--- src/rtl/operand_sequencer.sv ---
// operand_sequencer: run-control sequencer between the board switches/LEDs
// and the picoMIPS core. It synchronises and debounces the ready handshake,
// captures two operands on successive presses, launches the core with a
// one-cycle start pulse, watches for done with a timeout, and holds the
// result on the LEDs.
module operand_sequencer #(
  parameter int n          = 8,
  parameter int DEB_CYCLES = 4,
  parameter int TIMEOUT    = 16
) (
  input  logic         clk,
  input  logic         rst_n,
  input  logic         sw_ready,
  input  logic [n-1:0] sw_data,
  input  logic         core_done,
  input  logic [n-1:0] core_result,
  output logic         core_start,
  output logic [n-1:0] core_op1,
  output logic [n-1:0] core_op2,
  output logic [n-1:0] led,
  output logic         busy,
  output logic         err
);

  localparam int DW = (DEB_CYCLES > 1) ? $clog2(DEB_CYCLES) : 1;
  localparam int TW = (TIMEOUT > 1) ? $clog2(TIMEOUT) : 1;
  localparam logic [DW-1:0] DEB_LAST = DW'(DEB_CYCLES - 1);
  localparam logic [TW-1:0] TMO_LAST = TW'(TIMEOUT - 1);

  localparam logic [2:0] X_WAIT = 3'd0;
  localparam logic [2:0] X_REL  = 3'd1;
  localparam logic [2:0] Y_WAIT = 3'd2;
  localparam logic [2:0] Y_REL  = 3'd3;
  localparam logic [2:0] START  = 3'd4;
  localparam logic [2:0] RUN    = 3'd5;

  // two-flop synchronizer stages; _p1 is the synchronized value
  logic         rdy_p0, rdy_p1;
  logic [n-1:0] data_p0, data_p1;

  logic          deb_ready;
  logic          deb_q;
  logic [DW-1:0] deb_cnt;
  logic          rise, fall;

  logic [2:0]    state;
  logic [TW-1:0] tmo_cnt;
  // set once a result (or error) is on the LEDs, so X_WAIT keeps showing it
  logic          hold;

  // Bring the raw switches into the clock domain.
  always_ff @(posedge clk or negedge rst_n) begin
    if (!rst_n) begin
      rdy_p0  <= 1'b0;
      rdy_p1  <= 1'b0;
      data_p0 <= '0;
      data_p1 <= '0;
    end else begin
      rdy_p0  <= sw_ready;
      rdy_p1  <= rdy_p0;
      data_p0 <= sw_data;
      data_p1 <= data_p0;
    end
  end

  // Debounce: the synchronized ready must disagree for DEB_CYCLES samples in a row.
  always_ff @(posedge clk or negedge rst_n) begin
    if (!rst_n) begin
      deb_ready <= 1'b0;
      deb_q     <= 1'b0;
      deb_cnt   <= '0;
    end else begin
      deb_q <= deb_ready;
      if (rdy_p1 == deb_ready) begin
        deb_cnt <= '0;
      end else if (deb_cnt == DEB_LAST) begin
        deb_ready <= ~deb_ready;
        deb_cnt   <= '0;
      end else begin
        deb_cnt <= deb_cnt + DW'(1);
      end
    end
  end

  assign rise = deb_ready & ~deb_q;
  assign fall = ~deb_ready & deb_q;

  // Run-control FSM: capture x, capture y, launch, then wait for done or timeout.
  always_ff @(posedge clk or negedge rst_n) begin
    if (!rst_n) begin
      state    <= X_WAIT;
      tmo_cnt  <= '0;
      hold     <= 1'b0;
      core_op1 <= '0;
      core_op2 <= '0;
      led      <= '0;
      err      <= 1'b0;
    end else begin
      case (state)
        X_WAIT: begin
          if (rise) begin
            core_op1 <= data_p1;
            err      <= 1'b0;
            hold     <= 1'b0;
            led      <= data_p1;
            state    <= X_REL;
          end else if (!hold) begin
            led <= data_p1;
          end
        end
        X_REL: begin
          led <= data_p1;
          if (fall) state <= Y_WAIT;
        end
        Y_WAIT: begin
          led <= data_p1;
          if (rise) begin
            core_op2 <= data_p1;
            state    <= Y_REL;
          end
        end
        Y_REL: begin
          led <= data_p1;
          if (fall) state <= START;
        end
        START: begin
          tmo_cnt <= '0;
          state   <= RUN;
        end
        RUN: begin
          if (core_done) begin
            led   <= core_result;
            hold  <= 1'b1;
            state <= X_WAIT;
          end else if (tmo_cnt == TMO_LAST) begin
            led   <= '1;
            err   <= 1'b1;
            hold  <= 1'b1;
            state <= X_WAIT;
          end else begin
            tmo_cnt <= tmo_cnt + TW'(1);
          end
        end
        default: state <= X_WAIT;
      endcase
    end
  end

  assign core_start = (state == START);
  assign busy       = (state == START) || (state == RUN);

endmodule

--- config.mk ---
export PLATFORM = sky130hd
export DESIGN_NAME = operand_sequencer
export DESIGN_NICKNAME = d
export VERILOG_FILES = /design/src/rtl/operand_sequencer.sv
export SDC_FILE = /design/constraint.sdc
export NUM_CORES = 1
export LEC_CHECK = 0
export ABC_AREA = 0
export BUFFER_PORTS_ARGS = -buffer_cell sky130_fd_sc_hd__buf_2
export CAP_MARGIN = 15
export CORE_MARGIN = 10
export CORE_UTILIZATION = 40
export CTS_CLUSTER_SIZE = 25
export DETAILED_ROUTE_END_ITERATION = 16
export SYNTH_ARGS = -nofsm -noshare
export SYNTH_HDL_FRONTEND = slang
export SYNTH_SLANG_ARGS = --single-unit
--- constraint.sdc ---
create_clock -name clk -period 3.1 [get_ports clk]
set_input_delay 0.62 -clock clk [delete_from_list [all_inputs] [get_ports clk]]
set_output_delay 0.62 -clock clk [all_outputs]
set_load 0.05 [all_outputs]
# Yosys cells after proc, flatten, opt, wreduce, memory -nomap -nowiden
# Index checks and enable logic that the tools add are counted.
[word_totals]
inputBits = 20
ff_bits = 55
out_inout_bits = 27
[classes]
addsub = 2
n_bitwise = 5
muxes = 23
reduce_logical = 14
eq_ne = 17
[op_table]
columns = ["cell", "count"]
rows = [
  ["two-way mux 8 bit", 4],
  ["one-hot mux 8 bit (3 select lines)", 1],
  ["two-way mux 3 bit", 6],
  ["one-hot mux 3 bit (6 select lines)", 1],
  ["!= test 2 bit, second input constant", 7],
  ["AND reduction 3 bit", 3],
  ["two-way mux 4 bit", 2],
  ["one-hot mux 4 bit (2 select lines)", 1],
  ["equality test 3 x 2 -> 1 bit, second input constant", 2],
  ["equality test 3 bit, second input constant", 2],
  ["!= test 3 bit, second input constant", 2],
  ["AND reduction 2 bit", 3],
  ["AND reduction 5 bit", 1],
  ["adder 4 x 1 -> 4 bit, second input constant", 1],
  ["equality test 4 bit, second input constant", 1],
  ["two-way mux 1 bit", 4],
  ["two-way mux 2 bit", 2],
  ["one-hot mux 1 bit (2 select lines)", 2],
  ["AND reduction 4 bit", 1],
  ["nonzero test 2 bit", 2],
  ["equality test 3 x 1 -> 1 bit, second input constant", 1],
  ["zero test 3 bit", 1],
  ["inverter 1 bit", 3],
  ["nonzero test 3 bit", 1],
  ["other kinds (6)", 7],
]

# Longest topological paths before layout
[depth]
word_depth = 4
ltp_mapped = 5
mapped_depth_nobuf = 5

# Worst setup path before layout
# No wires, ideal clock.
[synth_path]
kind = "flip-flop to output port"
startpoint = "register state[1]"
endpoint = "output core_start"
arrival_ns = 1.285
required_time_ns = 2.480
stages_incl_launch_ff = 3
setup_slack_ns = 1.195
cell_sequence = "dfrtp_1 > nand2b_1 > nor2_1"
[synth_between]
elab_chain_len = 1
[synth_rtl]
columns = ["item", "line_no", "rtl"]
rows = [
  ["start, declared", "46", "logic [2:0] state;"],
  ["start signal, assigned", "91", "state <= X_WAIT;"],
  ["start signal, assigned", "106", "state <= X_REL;"],
  ["start signal, assigned", "113", "if (fall) state <= Y_WAIT;"],
  ["equality test 3 bit", "149", "assign core_start = (state == START);"],
  ["end, declared", "17", "output logic core_start,"],
]
# No other way between the ends.

# Worst setup path in the final report
[layout_path]
startpoint = "register state[2]"
endpoint = "output busy"
[layout_between]
elab_chain_len = 2
word_cells_on_any_way = 3
classes_between = "eq/ne: 2; reduce/logical: 1"
[layout_rtl]
columns = ["item", "line_no", "rtl"]
rows = [
  ["equality test 3 bit", "150", "assign busy = (state == START) || (state == RUN);"],
  ["logical OR 1 bit *", "150", ""],
  ["end, declared", "21", "output logic busy,"],
]
# Every way passes the cells marked *; elsewhere a longest branch is shown, timed or not.

==> results.py <==
metrics = {
    "synth": {
        "yosysSeqAreaShare_pct": 64.0,
        "syn_area_per_cell_sq_um": 12.9,
        "synth-compound-area-share_pct": 11.8,
        "synthFlopType": "dfrtp_1",
        "syn_area_sq_um": 2150,
        "async_reset_ff_share_pct": 100,
        "synth-simple-area-share_pct": 8.67,
        "synthAdderAreaFrac_pct": 1.16,
        "syn_nets": 189,
        "ys_seq_elements": 55,
        "synth_edf_count": 0,
        "ys_types": 31,
        "syn_inst": 167,
        "synth_warnings": 0,
        "synth_top_family_by_area": "compound AO/OA/AOI/OAI gates",
        "synth_xor_area_share_pct": 0.815,
        "muxShareOfSynthArea_pct": 10.3,
    },
    "cts": {
        "clock_latency_ns": 0.30,
        "cts_resized": 0,
        "cts_tree": "yes",
        "cts_num_sinks": 55,
        "cts_buffer_depth": 2,
        "clkTransAtPathRegs_ns": 0.09,
        "cts_setup_buffers": 0,
        "cts_inserted_buffers": 5,
        "h-tree-depth": 2,
        "hold_buffers": 0,
        "root_buffer": "clkbuf_8",
    },
    "critical_path": {
        "required_ns": 2.48,
        "worstSetupPathType": "reg2out",
        "critPathLaunchType": "register",
        "cp_max_fo": 9,
        "end_kind": "primary output",
        "cp_data_arrival_time_ns": 1.48,
    },
    "final_layout": {
        "fin_area_sq_um": 2530,
        "finalNetCount": 238,
        "syn_to_final_growth_pct": 17.8,
        "utilization_pct": 48.9,
        "drive_above_1_share_pct": 34.6,
        "diodes": 0,
    },
    "placement": {
        "gp_congestion": 0.722,
        "place_ws_ns": 1.31,
        "dpl-instance-area_sq_um": 2450,
        "numPortBuffers": 46,
        "hpwlAfterDp_um": 3260,
    },
    "sta": {
        "setup_ws_ns": 0.997,
        "setup_violations": 0,
        "clock_skew_ns": 0.00352,
        "period_needed_ns": 2.10,
        "slew_headroom_pct": 48.0,
        "slew_viol_final": 0,
        "rsz0062_at_grt": "false",
        "fmax_mhz": 476,
        "hold_slack_ns": 0.294,
        "final-hold-violation-count": 0,
        "fin_crit_sh_pct": 67.8,
        "final.setup.tns_ns": 0,
        "tightest_slew_ns": 0.776,
    },
    "grt": {
        "overflow": 0,
        "grt_pass1_wl_um": 7470,
        "antenna_found_initial": 0,
        "grtUsageTotal_pct": 10.7,
        "grt_max_degree": 33,
        "grt_pass1_vias": 1427,
    },
    "outcome": {
        "run_status": "complete, no violations",
    },
    "routing": {
        "drt_iter0_markers": 84,
        "drc_errors": 0,
        "routedWlPerCell_um": 15.3,
        "drt_pass1_iterations": 4,
        "num_vias": 1424,
        "postRouteAntennaNets": 0,
        "viasPerCell": 4.96,
        "totalWireLength_um": 4400,
    },
    "die": {
        "ioPinCount": 47,
        "core_area_sq_um": 5170,
        "die_h_um": 93.3,
        "initial_core_util_pct": 41.6,
        "die_w_um": 93.3,
        "row_count": 26,
        "die_area_sq_um": 8710,
    },
    "hold_path": {
        "hold_path_class": "in2async",
    },
    "job": {
        "maxCapViolCount": 0,
    },
    "power": {
        "p_per_area_nw_per_um2": 1130,
        "ir_worst_vdd_mv": 0.514,
        "p_leak_uw": 0.00125,
    },
}
[metrics by stage]
step | cells | power [uW]
floorplan | 167 | 2190
global placement | 279 | 2520
detailed placement | 279 | 2530
CTS | 287 | 2910
global route | 287 | 3060
finish | 287 | 2870
[final cells by class]
type,count,area [sq um]
inverter,10,37.5
clock inverter,1,5.00
timing repair buffer,48,245
fill,491,2640
sequential,55,1380
multi-input combinational,96,703
clock buffer,7,76.3
tap,70,87.6
[power breakdown]
group	internal (uW)	switching, uW
Clock	159	214
Sequential	955	186
Combinational	412	942
[synthesized netlist by cell type (2+ instances only)]
library cell	instances	area, sq um
buf_2	2	10.0
nand3_1	4	20.0
mux2_4	8	120
nor2b_1	4	25.0
o31ai_1	3	22.5
inv_1	9	33.8
nor3_1	2	10.0
dfrtp_1	55	1380
o21ai_0	7	35.0
clkbuf_1	3	11.3
a21oi_1	12	60.1
nand3b_1	2	15.0
nand2_1	15	56.3
nor2_1	5	18.8
a32oi_1	8	70.1
mux2_2	9	101
xnor2_1	2	17.5
ha_1	2	25.0
nand2b_1	2	12.5
a31o_2	2	17.5
[routing by layer]
metal / wire (um) / GRT usage, % / vias to the layer above
met4: 52 / 3.86 / 0
met5: 0 / 0 / -
met3: 268 / 3.04 / 5
met2: 2180 / 16.5 / 30
met1: 1890 / 14.0 / 700
li1: - / - / 689
[placed cells by master, fill, tap and decap left out, types with 4 or more instances in the layout]
master    instances
a21oi_1          12
o21ai_0           7
buf_2            46
dfrtp_1          55
nand3_1           4
a32oi_1           8
inv_1             9
nor2_1            5
nand2_1          15
mux2_2            9
nor2b_1           4
mux2_4            8
clkbuf_8          5
[path summary, 6_finish.rpt]
check                                     start                      end  slack (ns)  depth (start not counted)
min reg2reg                data_p0[4]$_DFF_PN0_     data_p1[4]$_DFF_PN0_        0.35                          0
max reg2reg                state[0]$_DFFE_PN0P_  core_op1[5]$_DFFE_PN0P_        1.28                          2
max in group asynchronous                 rst_n     data_p0[1]$_DFF_PN0_        2.47                          2
min                                       rst_n     data_p1[7]$_DFF_PN0_        0.29                          2
min in group clk           data_p0[4]$_DFF_PN0_     data_p1[4]$_DFF_PN0_        0.35                          0
max                        state[2]$_DFFE_PN0P_                     busy         1.0                          3
[critical path: stages (launching register included)]
cell,delay [ns]
dfrtp_1,0.48
nand2b_1,0.20
inv_1,0.21
buf_2,0.30
[logic make-up (layout without fill, tap and decap cells)]
family / count (synthesis) / count (layout)
and+or+nand+nor: 37 / 37
muxes: 17 / 17
DFF: 55 / 55
AOI/OAI and AO/OA: 38 / 38
adders and majority gates: 2 / 2
buffers and inverters: 16 / 66
xor gates and xnor gates: 2 / 2
[flip-flops by register name, summed over array words and instances, names as in the netlist]
| name | cells |
|---|---|
| data_p0 | 8 |
| data_p1 | 8 |
| rdy_p1 | 1 |
| core_op1 | 8 |
| state | 3 |
| rdy_p0 | 1 |
| core_op2 | 8 |
| deb_cnt | 2 |
| err | 1 |
| deb_ready | 1 |
| hold | 1 |
| deb_q | 1 |
| tmo_cnt | 4 |
| led | 8 |
Power figures use the tool's default switching activity.
